$ cat src/rtl/uart_tx_arbiter.sv
// uart_tx_arbiter
//   Round-robin arbiter and sequencer that shares one uart_tx2 transmitter
//   between N_REQ byte requesters. It accepts one byte from the winning
//   requester, pulses TX_DV/TX_BYTE into the transmitter, and then follows
//   the DONE handshake until the frame completes. A watchdog recovers if the
//   transmitter never drops DONE after a TX_DV pulse.
//
// Parameters
//   N_REQ   : number of requesters (2..8)
//   TIMEOUT : cycles to wait for TX_DONE to fall after TX_DV before ERR
//
// Ports
//   CLK, RST_N  : clock (posedge) and asynchronous active-low reset
//   REQ_VALID   : per-requester byte valid
//   REQ_BYTE    : per-requester byte, requester i on [8i+7:8i]
//   REQ_READY   : per-requester accept (transfer on VALID & READY)
//   TX_DV       : one-cycle data-valid pulse to uart_tx2
//   TX_BYTE     : byte to uart_tx2, held outside the issue cycle
//   TX_DONE     : uart_tx2 DONE (1 = idle, 0 = frame in progress)
//   GNT_IDX     : index of the last granted requester
//   BUSY        : high in any state other than IDLE
//   ERR         : one-cycle pulse on watchdog timeout
//
// Optional build macro UART_TX_ARB_LOCK_EN
//   Adds REQ_LAST (input, per requester) and LOCKED (output). A transfer with
//   REQ_LAST[winner]=0 locks the grant to that requester until a transfer
//   with REQ_LAST=1 or a watchdog timeout.

module uart_tx_arbiter #(
  parameter int N_REQ   = 4,
  parameter int TIMEOUT = 64
) (
  input  logic                     CLK,
  input  logic                     RST_N,
  input  logic [N_REQ-1:0]         REQ_VALID,
  input  logic [8*N_REQ-1:0]       REQ_BYTE,
  output logic [N_REQ-1:0]         REQ_READY,
  output logic                     TX_DV,
  output logic [7:0]               TX_BYTE,
  input  logic                     TX_DONE,
  output logic [$clog2(N_REQ)-1:0] GNT_IDX,
  output logic                     BUSY,
`ifdef UART_TX_ARB_LOCK_EN
  input  logic [N_REQ-1:0]         REQ_LAST,
  output logic                     LOCKED,
`endif
  output logic                     ERR
);

  localparam int IW = $clog2(N_REQ);
  localparam int CW = $clog2(TIMEOUT) + 1;

  localparam logic [1:0] S_IDLE      = 2'd0;
  localparam logic [1:0] S_ISSUE     = 2'd1;
  localparam logic [1:0] S_WAIT_BUSY = 2'd2;
  localparam logic [1:0] S_WAIT_DONE = 2'd3;

  logic [1:0]    state;
  logic [CW-1:0] cnt;
  logic [IW-1:0] win;
  logic          win_vld;
  logic [IW:0]   rr_sum;
  logic [7:0]    win_byte;
  logic          xfer;
  logic          wd_hit;

`ifdef UART_TX_ARB_LOCK_EN
  logic lock_q;
  assign LOCKED = lock_q;
`endif

  // Rotating-priority search starting just after the last grant. Walking k
  // from farthest to nearest lets the nearest valid requester win without a
  // priority encoder. The sum is one bit wider than IW so the modulo wrap is
  // exact for non-power-of-2 N_REQ.
  always_comb begin
    win     = GNT_IDX;
    win_vld = 1'b0;
    rr_sum  = '0;
    for (int k = N_REQ; k >= 1; k--) begin
      rr_sum = {1'b0, GNT_IDX} + (IW+1)'(k);
      if (rr_sum >= (IW+1)'(N_REQ)) rr_sum = rr_sum - (IW+1)'(N_REQ);
      if (REQ_VALID[IW'(rr_sum)]) begin
        win     = IW'(rr_sum);
        win_vld = 1'b1;
      end
    end
`ifdef UART_TX_ARB_LOCK_EN
    // A locked grant only ever re-selects the same requester.
    if (lock_q) begin
      win     = GNT_IDX;
      win_vld = REQ_VALID[GNT_IDX];
    end
`endif
  end

  assign win_byte = REQ_BYTE[{win, 3'b000} +: 8];

  // READY is purely a function of state, TX_DONE and the current VALIDs.
  always_comb begin
    REQ_READY = '0;
    if (state == S_IDLE && TX_DONE && win_vld)
      REQ_READY = {{(N_REQ-1){1'b0}}, 1'b1} << win;
  end

  assign xfer   = |REQ_READY;
  assign TX_DV  = (state == S_ISSUE);
  assign BUSY   = (state != S_IDLE);
  // The counter holds cycles spent in WAIT_BUSY minus one, so the timeout
  // fires exactly TIMEOUT cycles after the TX_DV pulse.
  assign wd_hit = (state == S_WAIT_BUSY) && TX_DONE && (cnt == CW'(TIMEOUT-1));
  assign ERR    = wd_hit;

  always_ff @(posedge CLK or negedge RST_N) begin
    if (!RST_N) begin
      state   <= S_IDLE;
      TX_BYTE <= '0;
      GNT_IDX <= IW'(N_REQ-1);
      cnt     <= '0;
`ifdef UART_TX_ARB_LOCK_EN
      lock_q  <= 1'b0;
`endif
    end else begin
      case (state)
        S_IDLE: begin
          if (xfer) begin
            TX_BYTE <= win_byte;
            GNT_IDX <= win;
            state   <= S_ISSUE;
`ifdef UART_TX_ARB_LOCK_EN
            lock_q  <= ~REQ_LAST[win];
`endif
          end
        end
        S_ISSUE: begin
          cnt   <= '0;
          state <= S_WAIT_BUSY;
        end
        S_WAIT_BUSY: begin
          if (!TX_DONE) begin
            state <= S_WAIT_DONE;
          end else if (wd_hit) begin
            // Transmitter never acknowledged: drop the byte and recover.
            state  <= S_IDLE;
`ifdef UART_TX_ARB_LOCK_EN
            lock_q <= 1'b0;
`endif
          end else begin
            cnt <= cnt + 1'b1;
          end
        end
        S_WAIT_DONE: begin
          if (TX_DONE) state <= S_IDLE;
        end
        default: state <= S_IDLE;
      endcase
    end
  end

endmodule

$ cat config.mk
export PLATFORM = sky130hd
export DESIGN_NAME = uart_tx_arbiter
export DESIGN_NICKNAME = d
export VERILOG_FILES = /design/src/rtl/uart_tx_arbiter.sv
export SDC_FILE = /design/constraint.sdc
export NUM_CORES = 1
export LEC_CHECK = 0
export CAP_MARGIN = 20
export CORE_ASPECT_RATIO = 0.5
export CORE_MARGIN = 2
export CORE_UTILIZATION = 41
export DETAILED_ROUTE_END_ITERATION = 6
export PLACE_DENSITY = 0.85
export SKIP_CTS_REPAIR_TIMING = 1
export SYNTH_ARGS = -nofsm -noshare
export SYNTH_HDL_FRONTEND = slang
export SYNTH_SLANG_ARGS = --single-unit
$ cat constraint.sdc
create_clock -name CLK -period 4.42 [get_ports CLK]
set_input_delay 0.663 -clock CLK [delete_from_list [all_inputs] [get_ports CLK]]
set_output_delay 0.663 -clock CLK [all_outputs]
set_load 0.01 [all_outputs]
# Word level (Yosys, flattened, before mapping)
# Index checks and enable logic that the tools add are counted.
[word_totals]
register_bits = 19
in_bits = 39
output_inout_bits = 17
[op_classes]
n_addsub = 9
n_lt_le_gt_ge = 8
n_eq_ne = 9
shift = 2
n_mux = 29
n_reduce_logical = 11
[op_table]
columns = ["cell", "n"]
rows = [
  ["$shiftx A32 B6 Y8", 1],
  ["$mux W2", 12],
  ["$mux W7", 2],
  ["$pmux W7 S2", 1],
  ["$ge A3 B3 Y1 const B", 4],
  ["$lt A2 B3 Y1 const B", 4],
  ["$bmux W1 S2", 4],
  ["$mux W1", 8],
  ["$ne A2 B2 Y1 const B", 4],
  ["$pmux W2 S4", 1],
  ["$sub A2 B1 Y2 const B", 4],
  ["$add A7 B1 Y7 const B", 1],
  ["$eq A7 B6 Y1 const B", 1],
  ["$add A2 B2 Y3 const B", 2],
  ["$reduce_and A3 Y1", 2],
  ["$eq A2 B2 Y1 const B", 2],
  ["$logic_and A1 B1 Y1", 4],
  ["$mux W4", 1],
  ["$reduce_bool A2 Y1", 2],
  ["$reduce_or A4 Y1", 1],
  ["$shl A1 B2 Y4 const A", 1],
  ["$add A2 B1 Y3 const B", 1],
  ["$add A2 B3 Y3 const B", 1],
  ["$ne A3 B3 Y1 const B", 1],
  ["3 further kinds", 3],
]

# Longest topological paths before layout
# Gate-level depths: netlist of run 1.
[depth]
word_depth = 14
ltp_mapped = 7

# Worst setup path before layout of run 1
# OpenSTA, ideal clock, no wires.
[synth_timing]
path_kind = "in2out"
startpoint = "input port REQ_VALID[3]"
endpoint = "output port REQ_READY[2]"
arrival_ns = 1.627
required_time_ns = 3.757
slack_ns = 2.130
cell_stages = 5
cell_sequence = "or4_4 nand3_2 or2b_1 buf_6 nor2_1"
[synth_via]
elab_chain_cells = 8
[synth_lines]
columns = ["item", "line_no", "text"]
rows = [
  ["from (decl)", "35", "input logic [N_REQ-1:0] REQ_VALID,"],
  ["$bmux W1 S2", "83", "if (REQ_VALID[IW'(rr_sum)]) begin"],
  ["$mux W1 (implied by the code)", "83", ""],
  ["$mux W2 / $mux W1 (equally long branches) (4 in series)", "83", ""],
  ["$shl A1 B2 Y4 / $logic_and A1 B1 Y1 (equally long branches)", "103, 102", ""],
  ["$mux W4 (*)", "102", "if (state == S_IDLE && TX_DONE && win_vld)"],
  ["to (decl)", "37", "output logic [N_REQ-1:0] REQ_READY,"],
]
# Mark *: on every way between the ends. The rest lies on a longest branch, timed or not. The select of a mux whose other input is x is not followed.

# Final worst setup path of run 1
# Ends and elaborated chain as after synthesis.

==> results.ini, run 1 <==
[status]
outcome = completed

[floorplanning]
dieHeight_um = 44.1
num_rows = 14
core_area_um2 = 3030
pin_count = 56
dieWidth_um = 84.1
start_util_pct = 43.4
dieArea_um2 = 3710

[synth]
ys_top_cells_by_area = dfrtp_1, mux2i_1, o221ai_2
synth_edf_count = 0
yosysTopAreaCell = dfrtp_1
syn-num-nets = 178
async_flop_share_pct = 100
yosysSeqAreaShare_pct = 36.3
ys_types = 35
synth_flop_cell = dfrtp_1
netlist_instances = 133
synth_area_um2 = 1320
yosys.area.top_type_share_pct = 32.3
yosysWarnings = 0
syn_area_per_cell_um2 = 9.90
synth_seq_cells = 19

[clock_network]
cts-root-buf = clkbuf_8
path_clk_slew_ns = 0.08
tritoncts = yes
clk_latency_ns = 0.27
cts_buffers = 3
cts_sinks = 19
cts_buffer_depth = 2
htree_levels = 1

[placed_design]
portBuffers = 55
hpwl_um = 2750
placedCellCount = 223
gp_congestion = 0.759

[sta]
whs_ns = 0.497
fin_crit_ns = 3.72
clock.fmax_mhz = 269
rsz0062_at_grt = no
setup_tns_ns = 0
period_share_pct = 84.2
report.final.slew_viol_count = 0
finClkSkew_ns = 0.00553
hold_viol_final = 0
relSlewSlack_pct = 42.2
worstMarginPinSlew_ns = 0.865
setup_violations = 0

[global_route]
grt_first_pass_wirelength_um = 5580
grt_overflow = 0
grt_start_max_net_pins = 20
grt_usage_pct = 19.5
antenna_found_initial = 0
first_global_vias = 1189

[cells_and_area]
layout.nets = 233
finish.utilization_pct = 63.4
final_cells = 227
final_cell_mix = clkdlybuf4s50_1, dfrtp_1, mux2i_1, nand2_1, o221ai_2
final_common_cell = clkdlybuf4s50_1
seq_area_um2 = 478
multi_input_area_um2 = 751
drive_gt1_share_pct = 11.2
nFillCells = 259
area_growth_pct = 45.9
diodes = 0

[power_and_ir_drop]
static-leakage-power_nw = 0.805
vdd_ir_drop_max_mv = 0.282
total_power_w = 0.000991
powerDensity_nw_per_um2 = 516

[worst_setup_path]
path_cells = clkdlybuf4s50_1, or4_4, nand3_2, or2b_1, nor2_1, clkdlybuf4s50_1
max_stage_delay_ns = 0.58
cp-start-kind = primary input
cp.arrival_ns = 3.06
cp_data_required_time_ns = 3.76
critical_path.most_common_cell = clkdlybuf4s50_1
crit_path_end_kind = output port
slowest_stage = or4_4
cp_max_fo = 13
crit_type = primary input to output port

[worst_hold_path]
hp-class = flop to flop

[route]
drt_first_iter_violations = 59
drc = 0
drtPass1Iterations = 4
dr_total_vias = 1171
routed_via_density = 5.16
postRouteAntennaNets = 0
wl_um = 3490
routedWlPerCell_um = 15.4

[job]
max-cap-violations = 0

metrics by stage:
stage / instance area (um2) / worst slack (ns)
2_1_floorplan: 1320 / 2.13
3_3_place_gp: 1870 / 0.793
3_5_place_dp: 1870 / 0.733
4_1_cts: 1920 / 0.737
5_1_grt: 1920 / 0.615
6_report: 1920 / 0.699
kinds of logic (layout without fill, tap and decap cells):
logic type	Yosys count	in the layout	share of synthesized area, %
adders and majority gates	6	6	5.70
buffers and inverters	15	69	6.65
DFF	19	19	36.3
AOI/OAI and AO/OA	33	33	21.8
and+or+nand+nor	41	41	15.3
muxes	17	17	12.9
xor gates and xnor gates	2	2	1.33
final timing paths:
path / from / end / slack (ns) / cells past startpoint
setup / recovery: REQ_VALID[3] / REQ_READY[2] / 0.70 / 6
hold / removal: TX_BYTE[5] / TX_BYTE[5] / 0.50 / 2
setup reg to reg: GNT_IDX[1] / TX_BYTE[5] / 2.50 / 5
hold reg to reg: TX_BYTE[5] / TX_BYTE[5] / 0.50 / 2
max in group asynchronous: RST_N / cnt[6] / 3.00 / 1
min in group asynchronous: RST_N / TX_BYTE[5] / 0.89 / 1
final cells by class:
| cell class | count | area share [%] |
|---|---|---|
| Multi-Input combinational cell | 99 | 39.1 |
| Timing Repair Buffer | 57 | 29.4 |
| Sequential cell | 19 | 24.9 |
| Tap cell | 40 | 2.61 |
| Clock buffer | 3 | 2.15 |
| Inverter | 8 | 1.56 |
| Clock inverter | 1 | 0.261 |
worst max-delay path, delay by kind of cell:
| family | cells | cell delay (ns) |
|---|---|---|
| buffers and inverters | 2 | 0.98 |
| and+or+nand+nor | 4 | 1.40 |
power by group:
part           internal (W)  total (W)  switching (W)  leakage (nW)
Combinational      0.000285   0.000576       0.000290         0.537
Sequential         0.000240   0.000290      0.0000493         0.243
Clock             0.0000629   0.000125      0.0000625        0.0255
flip-flops by register name, indices dropped and copies added, names as in the netlist:
| register | flops |
|---|---|
| cnt | 7 |
| state | 2 |
| TX_BYTE | 8 |
| GNT_IDX | 2 |
Yosys cell counts (3+ instances only):
cell	count
a21oi_1	4
buf_6	3
dfrtp_1	17
ha_1	6
inv_1	8
mux2i_1	17
nand2_1	15
nand3_1	4
nor2_1	8
nor3_1	3
o21ai_0	8
o221ai_2	9
per-layer routing:
metal | vias up | part of all wire, % | GRT usage [%]
met3 | 6 | 4.1 | 4.85
li1 | 590 | - | -
met2 | 21 | 53 | 37.3
met1 | 554 | 41 | 22.2
met4 | 0 | 1.2 | 6.13
met5 | - | 0 | 0
(Power assumes the default switching activity.)
==> run 2: changes to the inputs <==
==> constraint.sdc (replaced) <==
create_clock -name CLK -period 3.75 [get_ports CLK]
set_input_delay 0.5625 -clock CLK [delete_from_list [all_inputs] [get_ports CLK]]
set_output_delay 0.5625 -clock CLK [all_outputs]
set_load 0.01 [all_outputs]
==> run 2 against run 1 <==
Sequential share of layout area shrank 0.081 points. Clock skew grew 0.0025 ns. Via count grew 1.3%. Combinational power grew 16%. Non-clock buffer count grew 1. Total power grew 16%. Global-route usage shrank 1.6 points. Count of clock-buffer cells in the layout grew 1. Register-to-register slack lost 0.61 ns. Clock power grew 13%. Core utilization grew 0.21 points. Critical path depth is the same. Critical endpoint is now REQ_READY[1]. Largest cell class unchanged. Highest routed layer unchanged.
==> results.ini, run 2 (synthesis results as in run 1) <==
[sta]
rsz0062_at_grt = no
relSlewSlack_pct = 42.1
worstMarginPinSlew_ns = 0.867
setup_violations = 0
fin_crit_ns = 3.35
finClkSkew_ns = 0.00807
period_share_pct = 89.3
report.final.slew_viol_count = 0
clock.fmax_mhz = 299
hold_viol_final = 0
setup_tns_ns = 0

[worst_hold_path]
min_from = TX_BYTE[7]
hp-class = flop to flop

[cells_and_area]
area_growth_pct = 46.4
final_common_cell = clkdlybuf4s50_1
largest_reg_flops = 8
final_cell_mix = clkdlybuf4s50_1, dfrtp_1, mux2i_1, nand2_1, o221ai_2
drive_gt1_share_pct = 11.2
diodes = 0
regMostFlops = TX_BYTE
fin_area_um2 = 1930
top_regs = TX_BYTE: 8 flops, cnt: 7 flops
layout.nets = 234

[route]
drt_first_iter_violations = 32
dr_total_vias = 1186
routedWlPerCell_um = 14.2
postRouteAntennaNets = 0
wl_um = 3230
routed_via_density = 5.20
drtPass1Iterations = 4
drc = 0

[status]
outcome = completed

[floorplanning]
dieArea_um2 = 3710
pin_count = 56
dieHeight_um = 44.1
core_area_um2 = 3030
start_util_pct = 43.4
dieWidth_um = 84.1
num_rows = 14

[placed_design]
gp_congestion = 0.745
portBuffers = 55
placed_area_um2 = 1880
hpwl_um = 2620

[worst_setup_path]
startpoint = REQ_VALID[3]
cp-start-kind = primary input
crit_path_end_kind = output port
r2r_start = GNT_IDX[1]
crit_type = primary input to output port
cp_max_fo = 13
cp.arrival_ns = 2.79
cp_data_required_time_ns = 3.19

[power_and_ir_drop]
vdd_ir_drop_max_mv = 0.365
total_power_w = 0.00115
static-leakage-power_nw = 0.807
powerDensity_nw_per_um2 = 598

[global_route]
grt_first_pass_wirelength_um = 5320
first_global_vias = 1172
antenna_found_initial = 0
grt_start_max_net_pins = 20
grt_overflow = 0
grt_usage_pct = 18.0

[clock_network]
clk_latency_ns = 0.26
cts_sinks = 19
tritoncts = yes
cts_buffer_depth = 2
path_clk_slew_ns = 0.06
cts_buffers = 3
cts-root-buf = clkbuf_8
htree_levels = 1

[job]
max-cap-violations = 0

[run 2: layout make-up]
class                   instances  area, um2
multi-input cells              99        751
repair buffers                 58        573
well taps                      40       50.0
clock buffers                   4       45.0
fillers                       259       1100
flip-flops and latches         19        478
inverters                       8       30.0
[run 2: power breakdown]
| part | switching [W] | internal (W) |
|---|---|---|
| Clock | 0.0000652 | 0.0000755 |
| Sequential | 0.0000588 | 0.000283 |
| Combinational | 0.000331 | 0.000338 |
| Total | 0.000455 | 0.000697 |
[run 2: per-layer routing]
layer	wire [um]	track usage, %
met5	0	0
met4	25	5.16
met3	122	4.48
met2	1720	36.0
met1	1360	19.4
[run 2: path summary, 6_finish.rpt]
path	to	slack (ns)	depth (start not counted)
max	REQ_READY[1]	0.40	6
min	TX_BYTE[7]	0.49	2
max reg2reg	TX_BYTE[3]	1.89	5
min reg2reg	TX_BYTE[7]	0.49	2
max in group asynchronous	TX_BYTE[7]	2.41	1
min in group asynchronous	cnt[6]	0.80	1
[run 2: per-stage QoR]
| step | worst slack, ns | util (%) | hold slack, ns | instances |
|---|---|---|---|---|
| floorplan | 1.65 | - | 0.267 | 133 |
| detailed placement | 0.398 | 62.1 | 0.484 | 224 |
| CTS | 0.403 | 63.6 | 0.499 | 228 |
| global route | 0.296 | 63.6 | 0.510 | 228 |
| finish | 0.400 | 63.6 | 0.491 | 228 |
| global placement | 0.464 | 62.1 | 0.470 | 224 |
[run 2: critical path: stages]
cell and delay [ns]:
clkdlybuf4s50_1 0.48, or4_4 0.58, nand3_2 0.23, or2_2 0.35, nor2b_1 0.09, clkdlybuf4s50_1 0.49
